==> src/rtl/shift_sequencer.sv <==
// Multi-cycle shift engine: accepts one shift request, applies at most STEP bit
// positions per cycle, and returns the result over a valid/ready handshake.
module shift_sequencer #(
    parameter int WIDTH = 32,
    parameter int STEP  = 4
) (
    input  logic                     clk,
    input  logic                     rst_n,
    input  logic                     req_valid,
    output logic                     req_ready,
    input  logic [1:0]               req_op,
    input  logic [WIDTH-1:0]         req_data,
    input  logic [$clog2(WIDTH):0]   req_amount,
    output logic                     rsp_valid,
    input  logic                     rsp_ready,
    output logic [WIDTH-1:0]         rsp_data,
    output logic                     busy,
    input  logic                     flush
);

    localparam int AW = $clog2(WIDTH) + 1;
    localparam logic [AW-1:0] WIDTH_AW = AW'(WIDTH);
    localparam logic [AW-1:0] STEP_AW  = AW'(STEP);

    typedef enum logic [1:0] {
        ST_IDLE,
        ST_SHIFT,
        ST_DONE
    } state_e;

    typedef enum logic [1:0] {
        OP_SRL = 2'b00,
        OP_SRA = 2'b01,
        OP_SLL = 2'b10,
        OP_ROR = 2'b11
    } op_e;

    state_e          state_q;
    op_e             op_q;
    op_e             req_op_e;
    logic [WIDTH-1:0] data_q;
    logic [WIDTH-1:0] data_d;
    logic [WIDTH-1:0] rsp_data_q;
    logic [AW-1:0]   rem_q;
    logic [AW-1:0]   rem_d;
    logic [AW-1:0]   k_d;
    logic [AW-1:0]   eff_d;

    // One bounded shift step; k never exceeds STEP, so this stays a narrow mux.
    function automatic logic [WIDTH-1:0] shift_step(
        input logic [WIDTH-1:0] v,
        input op_e              op,
        input logic [AW-1:0]    k
    );
        case (op)
            OP_SRL:  return v >> k;
            OP_SRA:  return $signed(v) >>> k;
            OP_SLL:  return v << k;
            default: return (v >> k) | (v << (WIDTH_AW - k));
        endcase
    endfunction

    // NOTE: every signal driven here gets a value on every path, so no latch is inferred.
    always_comb begin
        req_op_e = op_e'(req_op);
        eff_d    = '0;
        if (req_op_e == OP_ROR) begin
            eff_d = {1'b0, req_amount[AW-2:0]};
        end else if (req_amount > WIDTH_AW) begin
            eff_d = WIDTH_AW;
        end else begin
            eff_d = req_amount;
        end

        k_d    = (rem_q > STEP_AW) ? STEP_AW : rem_q;
        data_d = shift_step(data_q, op_q, k_d);
        rem_d  = rem_q - k_d;
    end

    // NOTE: sequential state uses non-blocking assignments so all registers update together.
    always_ff @(posedge clk or negedge rst_n) begin
        if (!rst_n) begin
            state_q    <= ST_IDLE;
            op_q       <= OP_SRL;
            data_q     <= '0;
            rem_q      <= '0;
            rsp_data_q <= '0;
        end else if (flush) begin
            state_q <= ST_IDLE;
        end else begin
            case (state_q)
                ST_IDLE: begin
                    if (req_valid) begin
                        data_q <= req_data;
                        op_q   <= req_op_e;
                        rem_q  <= eff_d;
                        if (eff_d == '0) begin
                            state_q    <= ST_DONE;
                            rsp_data_q <= req_data;
                        end else begin
                            state_q <= ST_SHIFT;
                        end
                    end
                end
                ST_SHIFT: begin
                    data_q <= data_d;
                    rem_q  <= rem_d;
                    if (rem_d == '0) begin
                        state_q    <= ST_DONE;
                        rsp_data_q <= data_d;
                    end
                end
                ST_DONE: begin
                    if (rsp_ready) begin
                        state_q <= ST_IDLE;
                    end
                end
                default: state_q <= ST_IDLE;
            endcase
        end
    end

    assign req_ready = (state_q == ST_IDLE);
    assign rsp_valid = (state_q == ST_DONE);
    assign busy      = (state_q != ST_IDLE);
    assign rsp_data  = rsp_data_q;

endmodule

==> config.mk <==
export PLATFORM = sky130hd
export DESIGN_NAME = shift_sequencer
export DESIGN_NICKNAME = d
export VERILOG_FILES = /design/src/rtl/shift_sequencer.sv
export SDC_FILE = /design/constraint.sdc
export NUM_CORES = 1
export LEC_CHECK = 0
export BUFFER_PORTS_ARGS = -buffer_cell sky130_fd_sc_hd__buf_2
export CORE_UTILIZATION = 40
export CTS_CLUSTER_SIZE = 8
export DETAILED_ROUTE_END_ITERATION = 16
export PLACE_DENSITY_LB_ADDON = 0.08
export SLEW_MARGIN = 20
export SYNTH_ARGS = -nofsm -noshare
export SYNTH_HDL_FRONTEND = slang
export SYNTH_SLANG_ARGS = --single-unit
==> constraint.sdc <==
create_clock -name clk -period 10.4 [get_ports clk]
set_input_delay 2.08 -clock clk [delete_from_list [all_inputs] [get_ports clk]]
set_output_delay 2.08 -clock clk [all_outputs]
set_load 0.01 [all_outputs]
==> impl_metrics.toml <==
[status]
status = "completed"

[synthesis]
synth_compound_area_share_pct = 25.8
synthTopCellsByArea = "dfrtp_1 27%, mux4_2 10%, mux2_2 5.6%"
ys_seq_elements = 74
synth_warnings = 0
async_flop_share_pct = 100
synth_adder_area_share_pct = 0.183
ys_top_cells_by_count = "93 x nand2_1, 82 x clkbuf_1, 76 x nor2_1"
synth_top_area_cell = "dfrtp_1"
yosys.area_share.simple_pct = 17.8
syn_nets = 859
synth_most_common_cell = "nand2_1"
synth.distinct_cells = 67
synth_edf_count = 0
avgSynthCellArea_um2 = 8.42
synth_mux_area_share_pct = 22.0
synth_ff_type = "dfrtp_1"
syn_inst = 813
synth_top_area_share_pct = 27.0
synth_top_family_by_area = "compound AO/OA/AOI/OAI gates"
synthXorXnorAreaFrac_pct = 0
yosysSeqAreaShare_pct = 27.0
syn-cell-area_mm2 = 0.00685

[clock_network]
cts_resized = 0
clk_path_buf_depth = 2
cts_tree = "built"
cts_setup_buffers = 0
cts_sinks = 74
hold_buffers = 0
clock_latency_ns = 0.36
clockRootBuffer = "clkbuf_16"
htreeDepth = 3
clk_pin_slew_ns = 0.06
numCtsBuffers = 9

[power]
power_mw = 1.79
powerDensity_mw_per_mm2 = 237
leakage_nw = 2.94
vdd_drop_max_mv = 0.133

[grt]
grt_pass1_vias = 6500
grt_usage_pct = 28.1
antenna_found_initial = 0
grt_max_degree = 75
grt_first_pass_wirelength_um = 38400
grt_overflow = 0

[floorplanning]
die_w_um = 133
rows = 47
core_mm2 = 0.0166
die_y_um = 133
start_util_pct = 41.2
io_pins = 80
die-area_mm2 = 0.0177

[detailed_routing]
drt_iter0_drc = 811
wl_um = 23900
via_count = 6832
drc_errors = 0
final_antenna_net_count = 0
wl_per_cell_um = 23.0
dr.pass1.iters = 5
vias_per_cell = 6.58

[finish]
layout.nets = 859
regArea_mm2 = 0.00185
final_area_mm2 = 0.00757
stdcell_count = 1038
multiInputGateArea_mm2 = 0.00453
drive_above_1_share_pct = 24.0
final_util_pct = 45.5
syn_to_final_growth_pct = 10.5
n_antenna_cell = 0
nFillCells = 1638

[min_path]
hold_path.class = "reg -> reg"

[worst_setup_path]
crit_arrival_ns = 5.30
critPathMaxFanout = 55
required_ns = 10.64
startpoint_type = "flip-flop"
slowest_stage = "ha_1"
path_cells = "or4_2 > buf_4 > nor2_8 > inv_4 > ha_1 > buf_4 > mux2_2 > a22oi_1 > o311ai_0 > a221oi_1 > o21ai_0 > mux2_2"
worstSetupPathType = "reg -> reg"
critical-path-max-stage-delay_ns = 0.69
crit_buf_inv = 3
crit_family = "simple AND/OR/NAND/NOR gates"
worstSetupEndpointType = "flip-flop"

[sta]
slew_violations = 0
relSlewSlack_pct = 36.2
period_minus_slack_ns = 5.07
fmax_mhz = 197
setup_tns_ns = 0
finClkSkew_ns = 0.00844
whs_ns = 0.476
rsz0062_at_grt = "no"
final.period_utilization_pct = 48.7
hold_viol = 0
tightest_slew_ns = 0.954
setup_viol = 0
timing.final.ws_setup_ns = 5.33

[placement]
dp_hpwl_um = 15400
placed_cell_area_mm2 = 0.00724
post-place-ws_ns = 5.37
placedCellCount = 1022
numPortBuffers = 79
gp_congestion = 0.881

[job]
drv_cap = 0
final cells by class:
cell class | instances | share of cell area [%]
Sequential cell | 74 | 24.5
Tap cell | 220 | 3.64
Timing Repair Buffer | 95 | 6.89
Inverter | 14 | 0.727
Clock buffer | 10 | 3.16
Clock inverter | 6 | 1.19
Multi-Input combinational cell | 619 | 59.9
placed cells by master (no fill, tap or decap), types with 9 or more instances in the layout:
cell type	count
nand2_1	93
buf_2	78
nor2_1	76
dfrtp_1	72
o21ai_0	51
a21oi_1	46
mux2_2	34
nand3_1	32
mux4_2	31
mux2i_1	25
a31oi_1	25
o31ai_1	20
buf_4	16
a211oi_1	13
inv_1	12
nor3_1	12
and3_1	12
o211ai_1	12
a22o_1	9
clkbuf_16	9
path summary, 6_finish.rpt:
path	from	end	slack [ns]	depth (start not counted)
worst max register to register	rem_q[4]	data_q[26]	5.33	12
max in group asynchronous	rst_n	rem_q[0]	8.15	1
worst min register to register	rsp_data[1]	rsp_data[1]	0.48	2
worst max-delay path	rem_q[4]	data_q[26]	5.33	12
min in group asynchronous	rst_n	rsp_data[22]	1.74	1
worst min-delay path	rsp_data[1]	rsp_data[1]	0.48	2
report_power, final:
part	leakage (nW)	switching (mW)	internal, mW
Combinational	1.90	0.462	0.380
Clock	0.159	0.135	0.217
Sequential	0.885	0.204	0.397
worst min-delay path: stages, from the launching register on:
cell	delay, ns
dfrtp_1	0.34
nand2_1	0.04
o21ai_0	0.06
cell families after synthesis:
logic type | Yosys count
AOI/OAI and AO/OA | 257
adders and majority gates | 1
buffers and inverters | 120
DFF | 74
muxes | 97
and+or+nand+nor | 264
routing by layer:
| metal | track usage (%) | routed length, um | vias to the layer above |
|---|---|---|---|
| met4 | 11.2 | 651 | 0 |
| met2 | 42.8 | 11000 | 340 |
| met3 | 4.56 | 1930 | 44 |
| met5 | 0 | 0 | - |
| met1 | 39.6 | 10300 | 3373 |
| li1 | - | - | 3075 |
flip-flops by register name (all words and copies together) (netlist names):
signal / count
data_q: 32
rsp_data: 32
rem_q: 6
op_q: 2
state_q: 2
Power figures use the tool's default switching activity.
